`src/rtl/morse_compose_pkg.sv`:
```
// Shared morse symbol codes, word geometry and compose FSM encoding.
package morse_compose_pkg;
  localparam logic [1:0] MORSE_DOT    = 2'b10;
  localparam logic [1:0] MORSE_DASH   = 2'b11;
  localparam int         MORSE_WIDTH  = 10;
  localparam int         MORSE_MAXSYM = 5;

  typedef enum logic [1:0] {
    IDLE  = 2'd0,
    PRESS = 2'd1,
    GAP   = 2'd2
  } mc_state_e;

  // Slot k occupies bits [9-2k:8-2k]; symbol 0 is leftmost.
  function automatic logic [MORSE_WIDTH-1:0] morse_put(input logic [MORSE_WIDTH-1:0] w,
                                                       input logic [2:0] k,
                                                       input logic [1:0] code);
    logic [MORSE_WIDTH-1:0] r;
    r = w;
    for (int i = 0; i < MORSE_MAXSYM; i++)
      if (k == 3'(i)) r[MORSE_WIDTH-1-2*i -: 2] = code;
    return r;
  endfunction
endpackage

```
`src/rtl/morse_compose_tick_gen.sv`:
```
// Symbol-tick prescaler: one-cycle strobe every TICK_DIV clocks.
module tick_gen #(
  parameter int TICK_DIV = 25000000
) (
  input  logic clk,
  input  logic reset,
  output logic tick
);
  localparam int CW = (TICK_DIV > 1) ? $clog2(TICK_DIV) : 1;

  logic [CW-1:0] cnt;

  assign tick = (cnt == CW'(TICK_DIV - 1));

  always_ff @(posedge clk) begin
    if (reset)     cnt <= '0;
    else if (tick) cnt <= '0;
    else           cnt <= cnt + 1'b1;
  end
endmodule

```
`src/rtl/morse_compose.sv`:
```
// Morse key decoder: times presses against the symbol tick and emits 10-bit words.
// Define MORSE_COMPOSE_SYNC_EN to pass key through a 2-flop synchronizer.
module morse_compose
  import morse_compose_pkg::*;
#(
  parameter int TICK_DIV  = 25000000,
  parameter int GAP_TICKS = 3
) (
  input  logic                   clk,
  input  logic                   reset,
  input  logic                   key,
  output logic [MORSE_WIDTH-1:0] morse,
  output logic [2:0]             nsym,
  output logic                   valid,
  output logic                   tick
);
  localparam int GW = $clog2(GAP_TICKS + 1);

  mc_state_e              state, state_n;
  logic [1:0]             len;
  logic [GW-1:0]          gap, gap_inc;
  logic [2:0]             symcnt, cnt_inc;
  logic [MORSE_WIDTH-1:0] sbuf, buf_ins;
  logic [1:0]             sym_code;
  logic                   ks, release_t, full, gap_done, emit_full, emit_gap;

  tick_gen #(.TICK_DIV(TICK_DIV)) u_tick (
    .clk   (clk),
    .reset (reset),
    .tick  (tick)
  );

`ifdef MORSE_COMPOSE_SYNC_EN
  logic key_s1, key_s2;
  always_ff @(posedge clk) begin
    if (reset) begin
      key_s1 <= 1'b0;
      key_s2 <= 1'b0;
    end else begin
      key_s1 <= key;
      key_s2 <= key_s1;
    end
  end
  assign ks = key_s2;
`else
  assign ks = key;
`endif

  always_ff @(posedge clk) begin
    if (reset) state <= IDLE;
    else       state <= state_n;
  end

  always_comb begin
    state_n = state;
    if (tick) begin
      case (state)
        IDLE:    if (ks) state_n = PRESS;
        PRESS:   if (!ks) state_n = full ? IDLE : GAP;
        GAP:     if (ks) state_n = PRESS;
                 else if (gap_done) state_n = IDLE;
        default: state_n = IDLE;
      endcase
    end
  end

  always_comb begin
    sym_code  = (len == 2'd1) ? MORSE_DOT : MORSE_DASH;
    buf_ins   = morse_put(sbuf, symcnt, sym_code);
    cnt_inc   = symcnt + 3'd1;
    gap_inc   = gap + 1'b1;
    full      = (cnt_inc == 3'(MORSE_MAXSYM));
    gap_done  = (gap_inc == GW'(GAP_TICKS));
    release_t = tick && !ks;
    emit_full = release_t && (state == PRESS) && full;
    emit_gap  = release_t && (state == GAP) && gap_done;
  end

  always_ff @(posedge clk) begin
    if (reset) begin
      len    <= '0;
      gap    <= '0;
      symcnt <= '0;
      sbuf   <= '0;
      morse  <= '0;
      nsym   <= '0;
      valid  <= 1'b0;
    end else begin
      valid <= 1'b0;
      if (emit_full || emit_gap) begin
        morse  <= emit_full ? buf_ins : sbuf;
        nsym   <= emit_full ? cnt_inc : symcnt;
        valid  <= 1'b1;
        sbuf   <= '0;
        symcnt <= '0;
        gap    <= '0;
      end else if (tick) begin
        case (state)
          IDLE:  if (ks) len <= 2'd1;
          PRESS: begin
            if (ks) begin
              if (len != 2'd3) len <= len + 2'd1;
            end else begin
              sbuf   <= buf_ins;
              symcnt <= cnt_inc;
              gap    <= GW'(1);
            end
          end
          GAP: begin
            if (ks) len <= 2'd1;
            else    gap <= gap_inc;
          end
          default: ;
        endcase
      end
    end
  end
endmodule

```
`config.mk`:
```
export PLATFORM = sky130hd
export DESIGN_NAME = morse_compose
export DESIGN_NICKNAME = d
export VERILOG_FILES = /design/src/rtl/morse_compose_pkg.sv /design/src/rtl/morse_compose_tick_gen.sv /design/src/rtl/morse_compose.sv
export SDC_FILE = /design/constraint.sdc
export NUM_CORES = 1
export LEC_CHECK = 0
export ABC_AREA = 1
export CORE_ASPECT_RATIO = 2
export CORE_MARGIN = 1.5
export CORE_UTILIZATION = 59
export DETAILED_ROUTE_END_ITERATION = 16
export GPL_ROUTABILITY_DRIVEN = 0
export PLACE_DENSITY = 0.9
export SYNTH_ARGS = -nofsm -noshare
export SYNTH_HDL_FRONTEND = slang
export SYNTH_HIERARCHICAL = 1
export SYNTH_SLANG_ARGS = --single-unit
```
`constraint.sdc`:
```
create_clock -name clk -period 2.7 [get_ports clk]
set_clock_uncertainty 0.2 [all_clocks]
set_input_delay 0.54 -clock clk [delete_from_list [all_inputs] [get_ports clk]]
set_output_delay 0.54 -clock clk [all_outputs]
set_load 0.02 [all_outputs]
```
==> Yosys cells after proc, flatten, opt, wreduce, memory -nomap -nowiden <==
Cells that the tools add are included.
{ "word_totals": {"input_bits": 3, "regBits": 58, "out_inout_bits": 15, "word_cells": 72} }
{ "classes": {"eq_ne": 18, "addsub": 4, "reduce_logical": 18, "n_mux": 21, "bitwise_logic": 2} }
{ "ops": {"columns": ["cell", "count"], "rows": [
  ["$mux 2", 14],
  ["$add 25x1->25 const B", 1],
  ["$eq 25x25->1 const B", 1],
  ["$mux 10", 1],
  ["$ne 2x2->1 const B", 5],
  ["$pmux 2 s2", 2],
  ["$reduce_and 4->1", 2],
  ["$eq 3x2->1 const B", 2],
  ["$eq 3x3->1 const B", 2],
  ["$pmux 2 s3", 1],
  ["$reduce_and 6->1", 1],
  ["$reduce_or 2->1", 3],
  ["$logic_and 1x1->1", 5],
  ["$add 2x1->2 const B", 2],
  ["$eq 2x1->1 const B", 2],
  ["$eq 2x2->1 const B", 2],
  ["$ne 2x1->1 const B", 2],
  ["$reduce_bool 2->1", 2],
  ["$add 3x1->3 const B", 1],
  ["$eq 3x1->1 const B", 1],
  ["$logic_not 3->1", 1],
  ["$mux 3", 1],
  ["$ne 3x3->1 const B", 1],
  ["$reduce_and 3->1", 1],
  ["other kinds (5)", 7]
]} }

==> Logic depth before layout (Yosys ltp) <==
{ "depth": {"word_depth": 7, "depth_mapped": 14, "mapped_depth_nobuf": 14} }

==> Hierarchy <==
The synthesis kept the hierarchy.
{ "by_module_without_submodules": {"columns": ["mod", "area_per_inst_um2", "seq_area_each_um2", "cells_per_inst", "n_inst"], "rows": [
  ["morse_compose", 1545.2, 660.6, 213, 1],
  ["tick_gen", 1376.3, 500.5, 212, 1]
]} }

==> Worst setup path after synthesis <==
Ideal clock, no wire load.
{ "synth_timing": {"kind": "register -> register", "startpoint": "register u_tick.cnt[0]", "endpoint": "register morse[5]", "stages_incl_launch_ff": 14, "t_arrival_ns": 2.558, "path_buffers": 1, "slack_ns": -0.174, "setup_time_ns": 0.116, "synth_period_minus_slack_ns": 2.874, "required_ns": 2.384, "cell_sequence": "dfxtp_1 -> ha_1 -> nand2_1 -> nor2_4 -> nand3_1 -> nor3_1 -> nand2_1 -> nor2_4 -> nand2_4 -> nand3_2 -> inv_2 -> buf_6 -> nand2_1 -> nand2_1"} }
{ "synth_via": {"elab_chain_len": 5, "elab_cells_between_ends": 8, "classes_between": "1 x eq/ne; 1 x mux; 6 x reduce/logical"} }
{ "synth_rtl": {"columns": ["element", "line", "rtl"], "rows": [
  ["start, declared", "morse_compose_tick_gen.sv:11", "logic [CW-1:0] cnt;"],
  ["start signal, assigned", "morse_compose_tick_gen.sv:18", "else cnt <= cnt + 1'b1;"],
  ["$eq 25x25->1 *", "morse_compose_tick_gen.sv:13", "assign tick = (cnt == CW'(TICK_DIV - 1));"],
  ["net tick", "morse_compose.sv:15", "output logic tick"],
  ["$logic_and 1x1->1 *", "morse_compose.sv:74", "release_t = tick && !ks;"],
  ["$logic_and 1x1->1, on equally long branches (2 in series)", "morse_compose.sv:75, morse_compose.sv:76", null],
  ["$mux 10 / $logic_or 1x1->1 (equally long branches)", "morse_compose.sv:91, morse_compose.sv:90", null],
  ["end signal, assigned", "morse_compose.sv:91", "morse <= emit_full ? buf_ins : sbuf;"],
  ["end, declared", "morse_compose.sv:12", "output logic [MORSE_WIDTH-1:0] morse,"]
]} }
The timed path passes the listed nets; every way through them passes the cells marked *.
A chain may end at the register's enable or synchronous reset.

==> Worst setup path after layout <==
{ "layout_timing": {"startpoint": "register u_tick.cnt[11]", "endpoint": "output tick"} }
{ "layout_via": {"elab_chain_len": 1} }
{ "layout_rtl": {"columns": ["element", "line"], "rows": [
  ["$eq 25x25->1", "morse_compose_tick_gen.sv:13"],
  ["end, declared", "morse_compose.sv:15"]
]} }
Every way passes these cells.

==> impl_metrics.csv <==
group,metric,value,unit
cells_and_area,nNetsFinal,464,
yosys,ys_seq_area_share,39.7,%
yosys,syn-num-nets,437,
yosys,yosys_warnings,6,
yosys,synth_area_per_cell,6.87,um^2
drt,wl_per_cell,13.6,um
global_route,grt_use_total,29.5,%
clock_network,clk_pin_slew,0.06,ns
critical_path,crit_fanout,4,
clock_network,clkLatencyLatePin,0.34,ns
clock_network,clockBufferDepth,2,
status,status,"completed",
drt,num_vias,2739,
power_and_ir_drop,power_frac_comb,2.1,%
placed_design,dp_hpwl,5.13,mm
timing,hold_viol_final,0,
timing,fmax,0.389,GHz
power_and_ir_drop,p_int,1.25,mW
timing,min_period,2.57,ns
power_and_ir_drop,p_leak,1.27,nW
global_route,grt_start_max_net_pins,26,
clock_network,root_buffer,"clkbuf_8",
cells_and_area,layout_commonest_cell,"nand2_1",
power_and_ir_drop,p_per_area,481,mW/mm^2
yosys,synth.distinct_cells,25,
power_and_ir_drop,ir_worst_vdd,0.000435,V
critical_path,crit_arrival,1.83,ns
die,start_util,60.6,%
drt,drtIter0Drc,85,
clock_network,clkSinkCount,58,
critical_path,startpoint_type,"register",
run,cap_violations,0,
global_route,grt_pass1_vias,2806,
critical_path,required,1.96,ns
timing,drv_slew,0,
timing,rsz0062_at_grt,"true",
cells_and_area,n_fill_cell,379,
drt,drt_first_pass_iters,4,
cells_and_area,final_util,69.0,%
timing,min_period_over_period,95.3,%
drt,antenna_left,0,
power_and_ir_drop,p_sw,0.354,mW
timing,tightestPinTransition,0.419,ns
yosys,ys_seq_elements,58,
die,rows,36,
power_and_ir_drop,switching_share,22.1,%
placed_design,preCtsSetupSlack,0.221,ns
die,io_pins,18,
yosys,netlist_instances,425,
clock_network,tritoncts,"done",
global_route,grt_pass1_wl,11.6,mm
die,fp.dieH,103,um
timing,max-slew-margin-rel,72.0,%
power_and_ir_drop,power_frac_seq,53.9,%
critical_path,crit_type,"reg2out",
placed_design,io_buffer_count,17,
cells_and_area,drive_above_1_share,8.77,%
placed_design,placed_cells_incl_taps,497,
timing,setup_tns,0,ns
cells_and_area,layout_common_cells,"128 x nand2_1, 59 x nor2_1, 58 x dfxtp_1, 48 x inv_1, 29 x nand3_1",
cells_and_area,areaGrowthSynthToFinish,13.9,%
drt,drc,0,
die,fp.coreArea,0.00482,mm^2
min_path,min_path_type,"reg2reg",
clock_network,cts.htree.levels,3,
global_route,grt-ovfl-total,0,
cells_and_area,instances_no_fill,513,
timing,setup_ws,0.127,ns
clock_network,cts-buffers-inserted,9,
cells_and_area,diodes,0,
critical_path,setup.worst_path.end_class,"primary output",
timing,final-setup-viol-count,0,
die,die_w,52.8,um
drt,via_per_inst,5.34,
drt,drt-total-wl,6.97,mm
global_route,antenna_found_initial,0,
power_and_ir_drop,clkPwrFrac,44.0,%
yosys,syn_area,0.00292,mm^2
power_and_ir_drop,p_total,1.60,mW
die,dieArea,0.00541,mm^2
-- cell usage after synthesis --
cell / count / area share (%)
a21oi_1: 27 / 4.6
a21oi_4: 1 / 0.56
buf_2: 3 / 0.51
buf_6: 3 / 1.2
dfxtp_1: 58 / 40
ha_1: 9 / 3.9
inv_1: 48 / 6.2
inv_2: 2 / 0.26
nand2_1: 128 / 16
nand2_2: 3 / 0.64
nand2_4: 2 / 0.77
nand3_1: 29 / 5.0
nand3_2: 1 / 0.34
nand4_1: 3 / 0.64
nor2_1: 59 / 7.6
nor2_2: 3 / 0.64
nor2_4: 8 / 3.1
nor3_1: 4 / 0.69
o21a_1: 3 / 0.77
o21ai_0: 17 / 2.9
o21ai_1: 3 / 0.51
or2_0: 1 / 0.21
or2_2: 1 / 0.21
xnor2_1: 5 / 1.5
xor2_1: 4 / 1.2
-- layout make-up --
| class | instances | area, um^2 | share of cell area, % |
|---|---|---|---|
| Clock buffer | 13 | 159 | 4.78 |
| Clock inverter | 2 | 12.5 | 0.376 |
| Sequential cell | 58 | 1160 | 34.9 |
| Multi-Input combinational cell | 311 | 1530 | 46.0 |
| Tap cell | 57 | 71.3 | 2.14 |
| Timing Repair Buffer | 22 | 206 | 6.21 |
| Inverter | 50 | 188 | 5.64 |
-- what timing repair did --
item,4_1_cts,5_1_grt
endpoints found under the setup margin,1,5
setup buffers,0,1
hold buffers,0,0
resized for setup,1,0
hold endpoints to repair,0,0
pin swaps,0,1
-- critical path: stages (launching register included) --
cell and delay, ns:
dfxtp_1 0.40, nand2_1 0.09, nor3_1 0.16, nand4_1 0.19, nor3_2 0.28, dlygate4sd2_1 0.36
-- final timing paths --
check	slack (ns)	start	end	cells after the start
setup / recovery	0.13	u_tick/cnt[11]	tick	5
hold / removal	0.25	u_tick/cnt[0]	u_tick/cnt[0]	1
setup reg to reg	0.15	u_tick/cnt[11]	morse[8]	12
hold reg to reg	0.25	u_tick/cnt[0]	u_tick/cnt[0]	1
-- power by group through the flow --
stage	Combinational [mW]	Sequential, mW	Clock (mW)
floorplan	0.0259	0.881	0
global placement	0.0327	0.881	0
detailed placement	0.0337	0.881	0
CTS	0.0339	0.862	0.719
global route	0.0379	0.862	0.748
finish	0.0340	0.862	0.704
-- logic make-up (layout without fill, tap and decap cells) --
group / after synthesis / in the layout / synth area share (%)
adders and majority gates: 9 / 9 / 3.85
AOI/OAI and AO/OA: 51 / 51 / 9.38
buffers and inverters: 56 / 87 / 8.09
xor gates and xnor gates: 9 / 9 / 2.70
DFF: 58 / 58 / 39.7
and+or+nand+nor: 242 / 242 / 36.2
-- sequential cells by signal, summed over array words and instances (netlist names) --
register,count
u_tick/cnt,25
morse,10
sbuf,10
nsym,3
symcnt,3
gap,2
len,2
state,2
valid,1
-- through the flow --
step                area [um^2]  hold WS, ns
floorplan                  2930        0.217
global placement           3150        0.230
detailed placement         3150        0.242
CTS                        3320        0.250
global route               3330        0.276
finish                     3330        0.247
-- routing by layer --
layer / global-route usage (%) / share of wire, % / up-vias
met5: 0 / 0 / -
met4: 21.5 / 4.5 / 0
met3: 7.25 / 3.9 / 27
met2: 54.4 / 56 / 80
met1: 26.2 / 36 / 1249
li1: - / - / 1383
No activity file was read; power rests on OpenSTA's default activity.
